**config.mk**
```make
export PLATFORM = sky130hd
export DESIGN_NAME = id_stage
export DESIGN_NICKNAME = d
export VERILOG_FILES = /design/src/rtl/mips_pkg.sv /design/src/rtl/reg_file.sv /design/src/rtl/id_stage.sv
export SDC_FILE = /design/constraint.sdc
export NUM_CORES = 2
export LEC_CHECK = 0
export ABC_AREA = 1
export BUFFER_PORTS_ARGS = -buffer_cell sky130_fd_sc_hd__buf_2
export CELL_PAD_IN_SITES_DETAIL_PLACEMENT = 0
export CELL_PAD_IN_SITES_GLOBAL_PLACEMENT = 1
export CORE_MARGIN = 4
export CORE_UTILIZATION = 50
export DETAILED_ROUTE_END_ITERATION = 6
export GPL_ROUTABILITY_DRIVEN = 1
export HOLD_SLACK_MARGIN = 0.1
export PLACE_DENSITY_LB_ADDON = 0.1
export SETUP_SLACK_MARGIN = 0.1
export SYNTH_ARGS = -nofsm -noshare
export SYNTH_HDL_FRONTEND = slang
export SYNTH_SLANG_ARGS = --single-unit
```
**constraint.sdc**
```tcl
create_clock -name clk -period 8.2 [get_ports clk]
set_clock_uncertainty 0.2 [all_clocks]
set_input_delay 0.82 -clock clk [delete_from_list [all_inputs] [get_ports clk]]
set_output_delay 0.82 -clock clk [all_outputs]
set_load 0.005 [all_outputs]
```
**src/rtl/mips_pkg.sv**
```systemverilog
// Shared decode definitions for the MIPS ID stage: opcodes, ALU-op encodings,
// the ID/EX control bundle and the control decoder.
package mips_pkg;

    localparam logic [5:0] OP_RTYPE = 6'b000000;
    localparam logic [5:0] OP_LW    = 6'b100011;
    localparam logic [5:0] OP_SW    = 6'b101011;
    localparam logic [5:0] OP_BEQ   = 6'b000100;
    localparam logic [5:0] OP_ADDI  = 6'b001000;

    localparam logic [1:0] ALU_OP_ADD   = 2'b00;
    localparam logic [1:0] ALU_OP_SUB   = 2'b01;
    localparam logic [1:0] ALU_OP_FUNCT = 2'b10;

    localparam logic [31:0] NOP_INSTR = 32'h0000_0000;

    typedef struct packed {
        logic       reg_write;
        logic       mem_to_reg;
        logic       mem_read;
        logic       mem_write;
        logic       alu_src;
        logic       reg_dst;
        logic [1:0] alu_op;
    } id_ex_ctrl_t;

    // Unknown opcodes decode to an all-zero bundle, i.e. a bubble.
    function automatic id_ex_ctrl_t decode_ctrl(input logic [5:0] opcode);
        id_ex_ctrl_t c;
        c = '0;
        case (opcode)
            OP_RTYPE: begin
                c.reg_dst   = 1'b1;
                c.reg_write = 1'b1;
                c.alu_op    = ALU_OP_FUNCT;
            end
            OP_LW: begin
                c.alu_src    = 1'b1;
                c.mem_to_reg = 1'b1;
                c.reg_write  = 1'b1;
                c.mem_read   = 1'b1;
                c.alu_op     = ALU_OP_ADD;
            end
            OP_SW: begin
                c.alu_src   = 1'b1;
                c.mem_write = 1'b1;
                c.alu_op    = ALU_OP_ADD;
            end
            OP_BEQ: begin
                c.alu_op = ALU_OP_SUB;
            end
            OP_ADDI: begin
                c.alu_src   = 1'b1;
                c.reg_write = 1'b1;
                c.alu_op    = ALU_OP_ADD;
            end
            default: c = '0;
        endcase
        return c;
    endfunction

endpackage

```
**src/rtl/reg_file.sv**
```systemverilog
// 2-read/1-write register file with r0 hardwired to zero.
// Optional write-through bypass when ID_REGFILE_BYPASS_EN is defined.
module reg_file #(
    parameter int DATA_W = 32,
    parameter int REG_AW = 5
) (
    input  logic              clk,
    input  logic              rst,
    input  logic              i_we,
    input  logic [REG_AW-1:0] i_wa,
    input  logic [DATA_W-1:0] i_wd,
    input  logic [REG_AW-1:0] i_ra1,
    input  logic [REG_AW-1:0] i_ra2,
    output logic [DATA_W-1:0] o_rd1,
    output logic [DATA_W-1:0] o_rd2
);

    localparam int NREGS = 2 ** REG_AW;

    logic [DATA_W-1:0] r_regs [NREGS];

    always_ff @(posedge clk) begin
        if (rst) begin
            for (int i = 0; i < NREGS; i++) begin
                r_regs[i] <= '0;
            end
        end else if (i_we && (i_wa != '0)) begin
            r_regs[i_wa] <= i_wd;
        end
    end

    function automatic logic [DATA_W-1:0] read_port(input logic [REG_AW-1:0] ra);
        logic [DATA_W-1:0] v;
        v = '0;
        if (ra != '0) begin
`ifdef ID_REGFILE_BYPASS_EN
            if (i_we && (i_wa == ra)) v = i_wd;
            else                      v = r_regs[ra];
`else
            v = r_regs[ra];
`endif
        end
        return v;
    endfunction

    always_comb begin
        o_rd1 = read_port(i_ra1);
        o_rd2 = read_port(i_ra2);
    end

endmodule

```
**src/rtl/id_stage.sv**
```systemverilog
// MIPS instruction-decode stage: IF/ID register, register file, control decode,
// beq resolution, load-use/branch hazard stall and ID/EX register. Option: ID_REGFILE_BYPASS_EN.
module id_stage
    import mips_pkg::*;
#(
    parameter int DATA_W = 32,
    parameter int REG_AW = 5
) (
    input  logic              clk,
    input  logic              rst,
    input  logic [31:0]       if_instruction,
    input  logic [DATA_W-1:0] if_pc_plus_four,
    input  logic              wb_reg_write,
    input  logic [REG_AW-1:0] wb_write_reg,
    input  logic [DATA_W-1:0] wb_write_data,
    input  logic              ex_mem_mem_read,
    input  logic [REG_AW-1:0] ex_mem_rd,
    output logic              pc_write,
    output logic              pc_src,
    output logic [DATA_W-1:0] branch_addr,
    output logic              id_ex_reg_write,
    output logic              id_ex_mem_to_reg,
    output logic              id_ex_mem_read,
    output logic              id_ex_mem_write,
    output logic              id_ex_alu_src,
    output logic              id_ex_reg_dst,
    output logic [1:0]        id_ex_alu_op,
    output logic [DATA_W-1:0] id_ex_read_data_1,
    output logic [DATA_W-1:0] id_ex_read_data_2,
    output logic [DATA_W-1:0] id_ex_imm_ext,
    output logic [REG_AW-1:0] id_ex_rs,
    output logic [REG_AW-1:0] id_ex_rt,
    output logic [REG_AW-1:0] id_ex_rd,
    output logic [DATA_W-1:0] id_ex_pc_plus_four
);

    logic [31:0]       r_if_id_instr;
    logic [DATA_W-1:0] r_if_id_pc4;

    id_ex_ctrl_t       r_ctrl;
    logic [DATA_W-1:0] r_rd1;
    logic [DATA_W-1:0] r_rd2;
    logic [DATA_W-1:0] r_imm;
    logic [REG_AW-1:0] r_rs;
    logic [REG_AW-1:0] r_rt;
    logic [REG_AW-1:0] r_rd;
    logic [DATA_W-1:0] r_pc4;

    logic [5:0]        w_opcode;
    logic [REG_AW-1:0] w_rs;
    logic [REG_AW-1:0] w_rt;
    logic [REG_AW-1:0] w_rd;
    logic [15:0]       w_imm;
    logic [DATA_W-1:0] w_imm_ext;
    id_ex_ctrl_t       w_ctrl;
    logic [DATA_W-1:0] w_rd1;
    logic [DATA_W-1:0] w_rd2;
    logic              w_is_beq;
    logic              w_uses_rt;
    logic [REG_AW-1:0] w_ex_dest;
    logic              w_load_use;
    logic              w_branch_haz;
    logic              w_stall;
    logic              w_taken;

    assign w_opcode  = r_if_id_instr[31:26];
    assign w_rs      = r_if_id_instr[25:21];
    assign w_rt      = r_if_id_instr[20:16];
    assign w_rd      = r_if_id_instr[15:11];
    assign w_imm     = r_if_id_instr[15:0];
    assign w_imm_ext = {{(DATA_W-16){w_imm[15]}}, w_imm};
    assign w_ctrl    = decode_ctrl(w_opcode);

    reg_file #(.DATA_W(DATA_W), .REG_AW(REG_AW)) u_reg_file (
        .clk   (clk),
        .rst   (rst),
        .i_we  (wb_reg_write),
        .i_wa  (wb_write_reg),
        .i_wd  (wb_write_data),
        .i_ra1 (w_rs),
        .i_ra2 (w_rt),
        .o_rd1 (w_rd1),
        .o_rd2 (w_rd2)
    );

    assign w_is_beq  = (w_opcode == OP_BEQ);
    assign w_uses_rt = (w_opcode == OP_RTYPE) || (w_opcode == OP_SW) || w_is_beq;
    assign w_ex_dest = r_ctrl.reg_dst ? r_rd : r_rt;

    // Loads resolve in MEM, so a dependent consumer in ID must wait one cycle.
    assign w_load_use = r_ctrl.mem_read && (r_rt != '0) &&
                        ((r_rt == w_rs) || (w_uses_rt && (r_rt == w_rt)));

    // beq compares in ID, so any producer still in EX or a load in MEM stalls it.
    assign w_branch_haz = w_is_beq && (
        (r_ctrl.reg_write && (w_ex_dest != '0) &&
            ((w_ex_dest == w_rs) || (w_ex_dest == w_rt))) ||
        (ex_mem_mem_read && (ex_mem_rd != '0) &&
            ((ex_mem_rd == w_rs) || (ex_mem_rd == w_rt))));

    assign w_stall = w_load_use || w_branch_haz;
    assign w_taken = w_is_beq && !w_stall && (w_rd1 == w_rd2);

    assign pc_write    = !w_stall;
    assign pc_src      = w_taken;
    assign branch_addr = r_if_id_pc4 + {w_imm_ext[DATA_W-3:0], 2'b00};

    always_ff @(posedge clk) begin
        if (rst) begin
            r_if_id_instr <= NOP_INSTR;
            r_if_id_pc4   <= '0;
        end else if (w_stall) begin
            r_if_id_instr <= r_if_id_instr;
            r_if_id_pc4   <= r_if_id_pc4;
        end else if (w_taken) begin
            r_if_id_instr <= NOP_INSTR;
            r_if_id_pc4   <= '0;
        end else begin
            r_if_id_instr <= if_instruction;
            r_if_id_pc4   <= if_pc_plus_four;
        end
    end

    always_ff @(posedge clk) begin
        if (rst || w_stall) begin
            r_ctrl <= '0;
            r_rd1  <= '0;
            r_rd2  <= '0;
            r_imm  <= '0;
            r_rs   <= '0;
            r_rt   <= '0;
            r_rd   <= '0;
            r_pc4  <= '0;
        end else begin
            r_ctrl <= w_ctrl;
            r_rd1  <= w_rd1;
            r_rd2  <= w_rd2;
            r_imm  <= w_imm_ext;
            r_rs   <= w_rs;
            r_rt   <= w_rt;
            r_rd   <= w_rd;
            r_pc4  <= r_if_id_pc4;
        end
    end

    assign id_ex_reg_write    = r_ctrl.reg_write;
    assign id_ex_mem_to_reg   = r_ctrl.mem_to_reg;
    assign id_ex_mem_read     = r_ctrl.mem_read;
    assign id_ex_mem_write    = r_ctrl.mem_write;
    assign id_ex_alu_src      = r_ctrl.alu_src;
    assign id_ex_reg_dst      = r_ctrl.reg_dst;
    assign id_ex_alu_op       = r_ctrl.alu_op;
    assign id_ex_read_data_1  = r_rd1;
    assign id_ex_read_data_2  = r_rd2;
    assign id_ex_imm_ext      = r_imm;
    assign id_ex_rs           = r_rs;
    assign id_ex_rt           = r_rt;
    assign id_ex_rd           = r_rd;
    assign id_ex_pc_plus_four = r_pc4;

endmodule

```
# [Word-level counts from Yosys, hierarchy flattened]
# Memories as Yosys holds them, arrays and structs flattened. A register that Yosys moved wholly into a read port is not among the register bits.
# Cells that the tools add are included.
[word_totals] ff_bits=199 mem_bits_rw=1024 elab_cells=82 memories=1
[classes] add_sub_neg=1 n_eq_ne=11 n_mux=23 reduce_logical=30
[mem_list] name="u_reg_file.r_regs" words=32 word_bits=32 read_ports=2 rd_ports_with_merged_regs=2 wr=32 line="reg_file.sv:20" rtl="logic [DATA_W-1:0] r_regs [NREGS];"
[op_table] operator="32-bit two-way mux" n=5
[op_table] operator="32-bit adder" n=1
[op_table] operator="32-bit equality test" n=1
[op_table] operator="32-bit OR reduction" n=1
[op_table] operator="5-bit equality test" n=6
[op_table] operator="5-bit two-way mux" n=6
[op_table] operator="5-bit nonzero test" n=6
[op_table] operator="6-bit equality test (second input constant)" n=2
[op_table] operator="1-bit logical AND" n=11
[op_table] operator="1-bit two-way mux" n=10
[op_table] operator="1-bit logical OR" n=8
[op_table] operator="6-bit by 3-bit equality test with 1-bit output (second input constant)" n=1
[op_table] operator="6-bit by 4-bit equality test with 1-bit output (second input constant)" n=1
[op_table] operator="6-bit logical NOT" n=1
[op_table] operator="3-bit OR reduction" n=2
[op_table] operator="2-bit case mux with 2 select lines" n=1
[op_table] operator="2-bit two-way mux" n=1
[op_table] operator="1-bit logical NOT" n=1

# [Depth between registers and ports, before layout]
[logic_depth] word_depth=13 mapped_depth=23 ltp_nobuf=18

# [Cells and area by module]
# A second synthesis with hierarchy kept.
[hier_totals] cells_unflattened=8610 hier_area_um2=66088.4
[modules_own_cells] module="reg_file" instances=1 cells_each=7255 area_per_inst_um2=56579.3 seq_area_each_um2=30749.5
[modules_own_cells] module="id_stage" instances=1 cells_each=1355 area_per_inst_um2=9509.1 seq_area_each_um2=3863.7

# [Worst setup path before layout]
# Ideal clock, no wire load.
[synth_timing] kind="reg-to-output" startpoint="register r_if_id_instr[0]" endpoint="output branch_addr[26]" arrival_ns=2.413 t_required_ns=7.180 path_slack_ns=4.767 stages_incl_launch_ff=13 path_buffers=0 cell_sequence="dfxtp_1 > ha_1 > inv_1 > fa_1 > o21ai_0 > nand3_1 > nand2_1 > a21boi_0 > o21bai_1 > a21o_1 > a21boi_0 > o21ai_0 > xor2_1"
[synth_via] elab_chain_len=1
[synth_rtl] item="from (decl)" line="id_stage.sv:37" rtl="logic [31:0] r_if_id_instr;"
[synth_rtl] item="from (signal assigned)" line="id_stage.sv:113" rtl="r_if_id_instr <= r_if_id_instr;"
[synth_rtl] item="from (signal assigned)" line="id_stage.sv:119" rtl="r_if_id_instr <= if_instruction;"
[synth_rtl] item="32-bit adder" line="id_stage.sv:106" rtl="assign branch_addr = r_if_id_pc4 + {w_imm_ext[DATA_W-3:0], 2'b00};"
[synth_rtl] item="to (decl)" line="id_stage.sv:20" rtl="output logic [DATA_W-1:0] branch_addr,"
# No other way between the ends.

==> impl_metrics.xml <==
<?xml version="1.0" encoding="UTF-8"?>
<metrics>
  <group name="grt">
    <metric name="first_global_vias" unit="">57648</metric>
    <metric name="grt_pass1_wl" unit="um">378000</metric>
    <metric name="track_usage" unit="">0.368</metric>
    <metric name="grt_antenna_before_repair" unit="">5</metric>
    <metric name="grt_overflow" unit="">0</metric>
    <metric name="largest_net_degree_at_the_start_of_global_routing" unit="">185</metric>
  </group>
  <group name="layout">
    <metric name="max_flop_register" unit="">u_reg_file.r_regs</metric>
    <metric name="syn2layout_area_growth" unit="%">9.51</metric>
    <metric name="fillers" unit="">12216</metric>
    <metric name="finalNonFillerCells" unit="">10265</metric>
    <metric name="nets" unit="">8533</metric>
    <metric name="layout-drive-gt1-share" unit="">0.0838</metric>
    <metric name="largest_reg_flops" unit="">1024</metric>
  </group>
  <group name="timing">
    <metric name="timing.final.ws_setup" unit="ns">1.65</metric>
    <metric name="maxSlewHeadroom" unit="">0.0888</metric>
    <metric name="final.period_utilization" unit="">0.799</metric>
    <metric name="finalWorstPathRequiredPeriod" unit="ns">6.55</metric>
    <metric name="tightestPinTransition" unit="ns">1.37</metric>
    <metric name="final_hold_viol_count" unit="">0</metric>
    <metric name="setup_violations" unit="">0</metric>
    <metric name="grt_setup_unrepaired" unit="">false</metric>
    <metric name="max_freq" unit="GHz">0.153</metric>
    <metric name="drv_slew" unit="">0</metric>
    <metric name="setup_total_negative_slack" unit="ns">0</metric>
  </group>
  <group name="routing">
    <metric name="totalWireLength" unit="um">261000</metric>
    <metric name="drt_iter0_markers" unit="">8680</metric>
    <metric name="via_count" unit="">61822</metric>
    <metric name="dr_wl_met3" unit="um">34800</metric>
    <metric name="wl_met2" unit="um">112000</metric>
    <metric name="route.detailed.vias_per_inst" unit="">6.02</metric>
    <metric name="final_antenna_net_count" unit="">0</metric>
    <metric name="iteration_count_of_the_initial_detailed_routing_pass" unit="">7</metric>
    <metric name="top_layer" unit="">met5</metric>
    <metric name="wirelength_met1" unit="um">102000</metric>
    <metric name="route.detailed.wl_per_inst" unit="um">25.5</metric>
    <metric name="detail_route.drc_violations" unit="">0</metric>
  </group>
  <group name="worst_hold_path">
    <metric name="worst_hold_path_type" unit="">input pin to flop</metric>
  </group>
  <group name="clock_tree">
    <metric name="cts-root-to-sink-buffers" unit="">3</metric>
    <metric name="cts_resized" unit="">0</metric>
    <metric name="ctsHoldBuffers" unit="">0</metric>
    <metric name="cts.reportedPaths.clkPinSlew" unit="ns">0.06</metric>
    <metric name="cts.root.buffer_cell" unit="">clkbuf_16</metric>
    <metric name="clock_insertion_delay_worst_skew" unit="ns">0.79</metric>
    <metric name="cts_sinks" unit="">1227</metric>
    <metric name="numCtsBuffers" unit="">143</metric>
    <metric name="cts_tree" unit="">yes</metric>
    <metric name="htreeDepth" unit="">4</metric>
    <metric name="postCtsSetupBuffers" unit="">0</metric>
  </group>
  <group name="power">
    <metric name="p_leak" unit="nW">31.2</metric>
    <metric name="power_per_cell_area" unit="nW/um^2">220</metric>
    <metric name="irDropWorstVdd" unit="V">0.000189</metric>
  </group>
  <group name="synthesis">
    <metric name="yosysTopAreaCell" unit="">edfxtp_1</metric>
    <metric name="synth_edf_count" unit="">1024</metric>
    <metric name="yosys-top-cells-area" unit="">edfxtp_1 (46%), nand2_1 (15%), nand3_1 (11%)</metric>
    <metric name="asyncSetResetFlopFracSynth" unit="">0</metric>
    <metric name="synth.yosys.warnings" unit="">0</metric>
    <metric name="syn_avg_cell_area" unit="sq um">7.82</metric>
    <metric name="top_cell_type_s_share_of_synthesized_area" unit="">0.464</metric>
    <metric name="yosysSeqAreaShare" unit="">0.525</metric>
    <metric name="ys_ff_latch" unit="">1227</metric>
    <metric name="syn_inst" unit="">8483</metric>
    <metric name="netlist_area_pre_place" unit="sq um">66300</metric>
    <metric name="synth_top_flop_cell" unit="">edfxtp_1</metric>
    <metric name="synth_cell_type_count" unit="">45</metric>
  </group>
  <group name="worst_setup_path">
    <metric name="cp.arrival" unit="ns">5.53</metric>
    <metric name="critical-path-slowest-cell" unit="">buf_4</metric>
    <metric name="crit_fanout" unit="">184</metric>
    <metric name="required_worst_endpoint" unit="ns">7.18</metric>
    <metric name="nature_of_the_critical_path_startpoint" unit="">flop</metric>
    <metric name="setup.worst_path.end_class" unit="">output pin</metric>
    <metric name="cpPeakStageDelay" unit="ns">0.64</metric>
    <metric name="critical_path.cell_chain" unit="">inv_16 -&gt; buf_4 -&gt; buf_4 -&gt; nand2_1 -&gt; nand3_1 -&gt; nand3_1 -&gt; nand2_1 -&gt; nand2_1 -&gt; nand3_1 -&gt; nand3_1 -&gt; nand2_1 -&gt; nand2_1 -&gt; nor2_1 -&gt; nand4_1 -&gt; nor3_1 -&gt; nand3_1 -&gt; nor2_1 -&gt; buf_2</metric>
    <metric name="criticalPathCategory" unit="">flop to output pin</metric>
  </group>
  <group name="floorplan">
    <metric name="floorplan.die.height" unit="um">372</metric>
    <metric name="i_o_pin_count" unit="">295</metric>
    <metric name="start_util" unit="">0.504</metric>
    <metric name="fp.dieArea" unit="sq um">139000</metric>
    <metric name="fp.dieW" unit="um">372</metric>
    <metric name="core_area" unit="sq um">132000</metric>
    <metric name="row_count" unit="">133</metric>
  </group>
  <group name="place">
    <metric name="port-buffer-count" unit="">294</metric>
    <metric name="dpl.cell_count" unit="">10003</metric>
    <metric name="place_congestion" unit="">1.00</metric>
    <metric name="placement.setup.worst_slack" unit="ns">2.70</metric>
    <metric name="hpwl" unit="um">151000</metric>
  </group>
  <group name="status">
    <metric name="status" unit="">finished, final reports clean</metric>
  </group>
  <group name="run">
    <metric name="maxcap_viol_count" unit="">0</metric>
  </group>
</metrics>
-- area by class of cell --
class,count,area (sq um),share of cell area
flip-flops and latches,1227,34800,0.480
multi-input cells,6260,26900,0.371
clock buffers,204,4060,0.0559
repair buffers,451,2840,0.0391
well taps,1755,2200,0.0302
inverters,310,1230,0.0169
clock inverters,57,518,0.00713
diodes,1,2.50,0.0000345
-- layout by cell type (no fill, tap or decap), types with 45 or more instances in the layout --
| cell type | instances |
|---|---|
| buf_4 | 143 |
| nor2_1 | 1427 |
| clkbuf_1 | 45 |
| a21oi_1 | 168 |
| nand3_1 | 1510 |
| clkbuf_16 | 152 |
| inv_1 | 296 |
| buf_2 | 293 |
| edfxtp_1 | 1024 |
| nand2_1 | 2642 |
| o21ai_0 | 160 |
| o21ai_1 | 81 |
| o211ai_1 | 47 |
| dfxtp_1 | 193 |
-- final timing paths --
check | to | startpoint | slack, ns | depth (start not counted)
worst max-delay path | pc_src | flop | 1.65 | 18
worst min register to register | id_ex_pc_plus_four[1] | r_if_id_pc4[1] | 0.25 | 2
worst min-delay path | r_if_id_pc4[31] | if_pc_plus_four[31] | 0.17 | 5
worst max register to register | flop | flop | 2.81 | 18
-- per-stage QoR --
stage	power (mW)	util	hold slack [ns]	cell area [sq um]
detailed placement	9.65	0.517	0.239	68000
global placement	9.63	0.517	0.235	68000
floorplan	8.79	-	0.222	66400
global route	16.5	0.552	0.175	72600
CTS	15.9	0.552	0.126	72600
finish	16.0	0.552	0.169	72600
-- layer usage --
layer | global-route usage | up-vias
met5 | 0 | -
li1 | - | 27664
met2 | 0.551 | 4266
met3 | 0.0892 | 792
met4 | 0.168 | 4
met1 | 0.507 | 29096
-- power by group --
part           internal [mW]  switching (mW)  total, mW
combinational          0.616            1.66       2.28
sequential              7.10           0.223       7.33
clock                   3.73            2.64       6.37
total                   11.4            4.53       16.0
-- worst max-delay path: cells and delay by family (launching register included) --
family / cells / cell delay, ns
simple gates: 14 / 2.18
buf+inv: 4 / 1.71
flops: 1 / 0.44
-- cell families (layout without fill, tap and decap cells) --
group,count (synthesis),in the layout,synth area share
AO/OA/AOI/OAI,493,493,0.0405
XOR/XNOR,46,46,0.00608
buffers and inverters,1027,1022,0.0721
flip-flops,1227,1227,0.525
AND/OR/NAND/NOR,5659,5659,0.351
other,1,33,0.0000565
adder cells (fa/ha/maj),30,30,0.00577
-- Yosys cell counts (all sizes together), types with 29 or more instances --
cell	number
nand3	1514
clkbuf	349
nor2	1430
o211ai	47
nand2	2675
edfxtp	1024
a21oi	168
inv	309
xor2	31
buf	368
o21ai	241
ha	29
dfxtp	203
(Power assumes the default switching activity.)
